### src/rtl/cpu_pkg.sv
// Shared CPU definitions: flag operation and branch condition encodings,
// processor status bit positions and the status value loaded at reset.
package cpu_pkg;

    typedef enum logic [2:0] {
        FOP_NOP = 3'd0,
        FOP_SEC = 3'd1,
        FOP_CLC = 3'd2,
        FOP_SEI = 3'd3,
        FOP_CLI = 3'd4,
        FOP_SED = 3'd5,
        FOP_CLD = 3'd6,
        FOP_CLV = 3'd7
    } flag_op_t;

    typedef enum logic [2:0] {
        BR_BPL = 3'd0,
        BR_BMI = 3'd1,
        BR_BVC = 3'd2,
        BR_BVS = 3'd3,
        BR_BCC = 3'd4,
        BR_BCS = 3'd5,
        BR_BNE = 3'd6,
        BR_BEQ = 3'd7
    } branch_cond_t;

    // Bit positions inside the packed status byte {N,V,1,B,D,I,Z,C}
    localparam int FLAG_C = 0;
    localparam int FLAG_Z = 1;
    localparam int FLAG_I = 2;
    localparam int FLAG_D = 3;
    localparam int FLAG_B = 4;
    localparam int FLAG_U = 5;
    localparam int FLAG_V = 6;
    localparam int FLAG_N = 7;

    // Bit positions inside the ALU update mask / ALU flag vector
    localparam int ALU_C = 0;
    localparam int ALU_Z = 1;
    localparam int ALU_N = 2;
    localparam int ALU_V = 3;

    localparam logic [7:0] STATUS_RESET = 8'h34;

    function automatic logic [7:0] pack_status(
        input logic n,
        input logic v,
        input logic b,
        input logic d,
        input logic i,
        input logic z,
        input logic c
    );
        return {n, v, 1'b1, b, d, i, z, c};
    endfunction

endpackage

### src/rtl/status_branch_eval.sv
// Combinational branch condition evaluator: selects one flag test from the
// current N/V/C/Z state according to the branch condition code.
module status_branch_eval
    import cpu_pkg::*;
(
    input  logic       flag_n,
    input  logic       flag_v,
    input  logic       flag_c,
    input  logic       flag_z,
    input  logic [2:0] branch_cond,
    output logic       branch_taken
);

    branch_cond_t cond;
    assign cond = branch_cond_t'(branch_cond);

    always_comb begin
        branch_taken = 1'b0;
        case (cond)
            BR_BPL:  branch_taken = ~flag_n;
            BR_BMI:  branch_taken = flag_n;
            BR_BVC:  branch_taken = ~flag_v;
            BR_BVS:  branch_taken = flag_v;
            BR_BCC:  branch_taken = ~flag_c;
            BR_BCS:  branch_taken = flag_c;
            BR_BNE:  branch_taken = ~flag_z;
            BR_BEQ:  branch_taken = flag_z;
            default: branch_taken = 1'b0;
        endcase
    end

endmodule

### src/rtl/status_register.sv
// Processor status register (C,Z,I,D,V,N) with delayed interrupt mask.
// Define STATUS_DECIMAL_EN to store the D flag; otherwise D reads 0.
module status_register
    import cpu_pkg::*;
#(
    parameter logic [7:0] RESET_VALUE = STATUS_RESET
) (
    input  logic       clk,
    input  logic       reset,
    input  logic       alu_flag_carry,
    input  logic       alu_flag_zero,
    input  logic       alu_flag_neg,
    input  logic       alu_flag_overflow,
    input  logic [3:0] alu_update_mask,
    input  logic [2:0] flag_op,
    input  logic       load_p,
    input  logic [7:0] data_in,
    input  logic       push_brk,
    input  logic [2:0] branch_cond,
    output logic [7:0] status_out,
    output logic [7:0] push_byte,
    output logic       carry_out,
    output logic       branch_taken,
    output logic       irq_mask
);

    flag_op_t op;
    assign op = flag_op_t'(flag_op);

    logic c_reg, z_reg, i_reg, v_reg, n_reg;
    logic c_next, z_next, i_next, v_next, n_next;
    logic irq_mask_reg;
    logic d_flag;

    logic [3:0] alu_flags;
    logic [3:0] alu_current;
    logic [3:0] alu_merged;

    assign alu_flags   = {alu_flag_overflow, alu_flag_neg, alu_flag_zero, alu_flag_carry};
    assign alu_current = {v_reg, n_reg, z_reg, c_reg};

    generate
        for (genvar gi = 0; gi < 4; gi++) begin : g_alu_merge
            assign alu_merged[gi] = alu_update_mask[gi] ? alu_flags[gi] : alu_current[gi];
        end
    endgenerate

    // Stack load takes the whole byte; otherwise flag_op overrides the ALU write.
    always_comb begin
        c_next = alu_merged[ALU_C];
        z_next = alu_merged[ALU_Z];
        n_next = alu_merged[ALU_N];
        v_next = alu_merged[ALU_V];
        i_next = i_reg;
        if (load_p) begin
            c_next = data_in[FLAG_C];
            z_next = data_in[FLAG_Z];
            i_next = data_in[FLAG_I];
            v_next = data_in[FLAG_V];
            n_next = data_in[FLAG_N];
        end else begin
            case (op)
                FOP_SEC: c_next = 1'b1;
                FOP_CLC: c_next = 1'b0;
                FOP_SEI: i_next = 1'b1;
                FOP_CLI: i_next = 1'b0;
                FOP_CLV: v_next = 1'b0;
                default: ;
            endcase
        end
    end

    always_ff @(posedge clk) begin
        if (reset) begin
            c_reg        <= RESET_VALUE[FLAG_C];
            z_reg        <= RESET_VALUE[FLAG_Z];
            i_reg        <= RESET_VALUE[FLAG_I];
            v_reg        <= RESET_VALUE[FLAG_V];
            n_reg        <= RESET_VALUE[FLAG_N];
            irq_mask_reg <= 1'b1;
        end else begin
            c_reg        <= c_next;
            z_reg        <= z_next;
            i_reg        <= i_next;
            v_reg        <= v_next;
            n_reg        <= n_next;
            irq_mask_reg <= i_reg;
        end
    end

`ifdef STATUS_DECIMAL_EN
    logic d_reg, d_next;

    always_comb begin
        d_next = d_reg;
        if (load_p) begin
            d_next = data_in[FLAG_D];
        end else if (op == FOP_SED) begin
            d_next = 1'b1;
        end else if (op == FOP_CLD) begin
            d_next = 1'b0;
        end
    end

    always_ff @(posedge clk) begin
        if (reset) begin
            d_reg <= RESET_VALUE[FLAG_D];
        end else begin
            d_reg <= d_next;
        end
    end

    assign d_flag = d_reg;

    logic unused_bits;
    assign unused_bits = ^data_in[FLAG_U:FLAG_B];
`else
    assign d_flag = 1'b0;

    // B/U positions are never stored, and D is not stored in this build.
    logic unused_bits;
    assign unused_bits = ^data_in[FLAG_U:FLAG_D];
`endif

    assign status_out = pack_status(n_reg, v_reg, 1'b1, d_flag, i_reg, z_reg, c_reg);
    assign push_byte  = pack_status(n_reg, v_reg, push_brk, d_flag, i_reg, z_reg, c_reg);
    assign carry_out  = c_reg;
    assign irq_mask   = irq_mask_reg;

    status_branch_eval u_branch_eval (
        .flag_n       (n_reg),
        .flag_v       (v_reg),
        .flag_c       (c_reg),
        .flag_z       (z_reg),
        .branch_cond  (branch_cond),
        .branch_taken (branch_taken)
    );

endmodule

### config.mk
export PLATFORM = sky130hd
export DESIGN_NAME = status_register
export DESIGN_NICKNAME = d
export VERILOG_FILES = /design/src/rtl/cpu_pkg.sv /design/src/rtl/status_branch_eval.sv /design/src/rtl/status_register.sv
export SDC_FILE = /design/constraint.sdc
export NUM_CORES = 1
export LEC_CHECK = 0
export ABC_CLOCK_PERIOD_IN_PS = 2800
export CAP_MARGIN = 25
export CELL_PAD_IN_SITES_DETAIL_PLACEMENT = 0
export CELL_PAD_IN_SITES_GLOBAL_PLACEMENT = 1
export CORE_MARGIN = 2
export CORE_UTILIZATION = 20
export DETAILED_ROUTE_END_ITERATION = 8
export GPL_TIMING_DRIVEN = 0
export PLACE_DENSITY_LB_ADDON = 0.1
export SLEW_MARGIN = 20
export SYNTH_ARGS = -nofsm -noshare
export SYNTH_HDL_FRONTEND = slang
export SYNTH_HIERARCHICAL = 1
export SYNTH_SLANG_ARGS = --single-unit
### constraint.sdc
create_clock -name clk -period 2.8 [get_ports clk]
set_input_delay 0.56 -clock clk [delete_from_list [all_inputs] [get_ports clk]]
set_output_delay 0.56 -clock clk [all_outputs]
set_load 0.02 [all_outputs]
Word-level counts from Yosys, hierarchy flattened
Cells that the tools add are included.
- equal/unequal tests: 12
- mux-type cells: 13
- bitwise logic cells: 4
- reductions and logical operators: 6
- operators with widths (operator ; number):
    $eq 3x3->1 const B ; 6
    $eq 3x2->1 const B ; 4
    $mux 1 ; 10
    $pmux 1 s8 ; 1
    $eq 3x1->1 const B ; 2
    $reduce_bool 3->1 ; 2
    $not 1->1 ; 4
    $pmux 1 s2 ; 2
    $reduce_bool 2->1 ; 2
    $reduce_bool 4->1 ; 1
    $logic_not 3->1 ; 1
- register bits after elaboration: 6
- input port bits: 26
- output and inout port bits: 19
- logic and storage cells: 41

Logic depth before layout (Yosys ltp)
- depth in word-level cells: 3
- mapped depth: 4
- mapped depth without buffers: 3

Cells and area by module
Netlist, hierarchy kept.
- modules (own cells, without submodules) (module ; times used ; cells each ; area each (µm²) ; seq. area each (µm²)):
    status_register ; 1 ; 53 ; 429.2 ; 120.1
    status_branch_eval ; 1 ; 2 ; 31.3 ; 0.0

Worst setup path before layout
OpenSTA, ideal clock, no wires.
- path kind: input to output
- start point: input port branch_cond[2]
- end point: output port branch_taken
- arrival: 1.436 ns
- required time: 2.240 ns
- setup slack: 0.804 ns
- cell stages on the path: 2
- buffers on the path: 0
- path through: mux4_2 > xnor2_1
- cells in the longest elaborated chain, start to end: 2
- elaborated cells on any way between the ends: 9
- those cells by class: eq/ne: 7; mux: 1; reduce/logical: 1
- RTL lines (element ; line ; source):
    start, declared ; status_register.sv:19 ; input logic [2:0] branch_cond,
    $eq 3x3->1, or another cell as far along ; status_branch_eval.sv:19 ; case (cond)
    $pmux 1 s8 (*) ; status_branch_eval.sv:19 ;
    end, declared ; status_register.sv:23 ; output logic branch_taken,
Every way passes the cells marked *; elsewhere a longest branch is shown, timed or not.

Worst setup path in the final report
Ends and elaborated chain as after synthesis.

==> run_results.csv <==
group,metric,value,unit
logic_synthesis,ys_types,20,
logic_synthesis,synth.area.top_cells,"dfxtp_1, buf_4, a21oi_1",
clocking,worstSkewPairLatency,0.24,ns
worst_setup_path,arrival,2.02,ns
worst_setup_path,worstRegToRegCells,3,
route,drtAntennaViolNets,0,
timing,finalSetupViolations,0,
grt,top_usage_layer,"met2",
grt,grt_util_met3,4.02,%
run,cap_violations,0,
min_path,hold_depth,1,
logic_synthesis,synth_top_area_share,26.1,%
timing,fmax,388,MHz
final_layout,synthToLayoutAreaGrowth,90.8,%
grt,grt-ovfl-total,0,
logic_synthesis,yosysTopAreaCell,"dfxtp_1",
worst_setup_path,critPathCaptureType,"output pin",
timing,finClkSkew,0.000612,ns
route,drt_wl_total,1100,µm
worst_setup_path,crit_type,"in2out",
route,drtIter0Drc,8,
timing,drv_slew,0,
clocking,htreeDepth,1,
final_layout,post-route-util,40.1,%
grt,met1_usage,9.77,%
place,place_congestion,0.634,
clocking,cts_made_buffers,3,
outcome,status,"finished clean",
die,ios,45,
final_layout,fillers,225,
clocking,cts.sinks,6,
place,place_hpwl,917,µm
min_path,hp-class,"reg2reg",
grt,grt_max_degree,11,
grt,antenna_found_initial,0,
final_layout,antennaDiodeCount,0,
timing,timing_hold_violations_final,0,
grt,track_usage,8.35,%
clocking,clk_path_buf_depth,2,
clocking,cts-root-buf,"clkbuf_4",
power,cellPowerDensity,352,nW/µm²
power,p_comb_share,42.4,%
timing,hold_slack,0.546,ns
grt,grt_pass1_vias,420,
power,swShare,28.9,%
logic_synthesis,syn_inst,55,
route,dr_total_vias,479,
die,start_util,21.0,%
power,seq_power_share,31.4,%
timing,fin_crit,2.58,ns
logic_synthesis,synth_area,460,µm²
route,detail_route.wl_per_cell,8.83,µm
final_layout,drive_gt1_share,25.0,%
timing,min_period_over_period,92.1,%
power,pwr-share-clk,26.2,%
grt,grt_util_met2,12.7,%
grt,grt_pass1_wl,1660,µm
logic_synthesis,avgSynthCellArea,8.37,µm²
die,fp.dieW,52.0,µm
clocking,clk_pin_slew,0.05,ns
logic_synthesis,synth-seq-cells,6,
power,vdd.ir_drop.worst,0.222,mV
clocking,cts_tree,"done",
power,intPower,220,µW
die,die_area,2700,µm²
final_layout,final_nets,124,
timing,rsz0062_at_grt,"false",
route,viasPerCell,3.86,
logic_synthesis,synth_seq_area_share,26.1,%
die,chipHeight,52.0,µm
place,port_buffers,35,
worst_setup_path,startpoint_type,"primary input",
power,switching_power,89.2,µW
worst_setup_path,r2r_slack,1.83,ns
worst_setup_path,worst-path-max-fanout,1,
die,num_rows,17,
worst_setup_path,cp.required,2.24,ns
power,leakagePower,0.375,nW
route,route.detailed.drc,0,
logic_synthesis,yosysWarnings,6,
route,first_pass_iters,4,
die,coreArea,2190,µm²
clocking,cts_hold_buf,0,
==> cells by family (layout without fill, tap and decap cells) <==
group | count (synthesis) | after routing | synth area share, %
compound gates | 12 | 12 | 17.9
xor+xnor | 2 | 2 | 3.81
buf+inv | 20 | 58 | 29.3
flops | 6 | 6 | 26.1
mux | 4 | 4 | 12.0
other cells | 2 | 5 | 1.63
simple gates | 9 | 9 | 9.24
==> synth_stat cells <==
library cell,count
conb_1,2
o21a_1,1
a221o_1,1
mux2_2,2
nor4b_1,1
mux4_2,1
mux2i_1,1
a221oi_2,1
a311o_1,1
buf_4,16
nand2_1,6
o21ai_0,2
xnor2_1,1
inv_1,3
dfxtp_1,6
or2_2,1
xor2_1,1
clkbuf_1,1
nor3_1,1
a21oi_1,6
==> worst max-delay path, cell delays in order <==
cell and delay [ns]:
clkdlybuf4s50_1 0.48, mux4_2 0.50, xnor2_1 0.13, dlygate4sd2_1 0.34
==> worst paths after layout <==
| path | from | endpoint |
|---|---|---|
| setup reg to reg | v_reg | v_reg |
| hold reg to reg | i_reg | irq_mask |
| hold / removal | i_reg | irq_mask |
| setup / recovery | branch_cond[2] | branch_taken |
==> final cells by class <==
type | instances | area (µm²) | area share (%)
Timing Repair Buffer | 35 | 349 | 39.7
Buffer | 17 | 124 | 14.1
Tap cell | 28 | 35.0 | 3.99
Sequential cell | 6 | 120 | 13.7
Inverter | 3 | 11.3 | 1.28
Multi-Input combinational cell | 32 | 216 | 24.6
Clock buffer | 3 | 22.5 | 2.56
==> layer usage <==
layer	share of wire (%)	vias up
met5	0	-
met4	0	0
met3	14	0
met2	42	29
met1	44	202
li1	-	248
==> power by group through the flow <==
stage	Combinational [mW]	Sequential, mW	Clock, mW
finish	0.131	0.0970	0.0808
global route	0.142	0.0981	0.0884
CTS	0.132	0.0973	0.0858
detailed placement	0.134	0.0990	0
global placement	0.133	0.0989	0
floorplan	0.0671	0.0997	0
==> stage by stage <==
stage               TNS (ns)  worst slack [ns]  total power [mW]  instances  cell area, µm²
CTS                        0             0.207             0.316        124             878
floorplan                  0             0.804             0.167         58             472
finish                     0             0.220             0.309        124             878
global route               0             0.162             0.328        124             878
detailed placement   -0.0680           -0.0680             0.233        121             857
global placement     -0.0578           -0.0578             0.232        121             857
==> timing repair <==
action / CTS / global route
setup buffers: 0 / 0
setup endpoints to repair: 1 / 0
gates resized for setup: 1 / 0
==> layout by cell type (no fill, tap or decap), types with 2 or more instances in the layout <==
| cell type | count |
|---|---|
| clkdlybuf4s50_1 | 34 |
| buf_4 | 16 |
| a21oi_1 | 6 |
| nand2_1 | 6 |
| dfxtp_1 | 6 |
| conb_1 | 5 |
| inv_1 | 3 |
| clkbuf_4 | 3 |
| mux2_2 | 2 |
| o21ai_0 | 2 |
No activity file was read; power rests on OpenSTA's default activity.
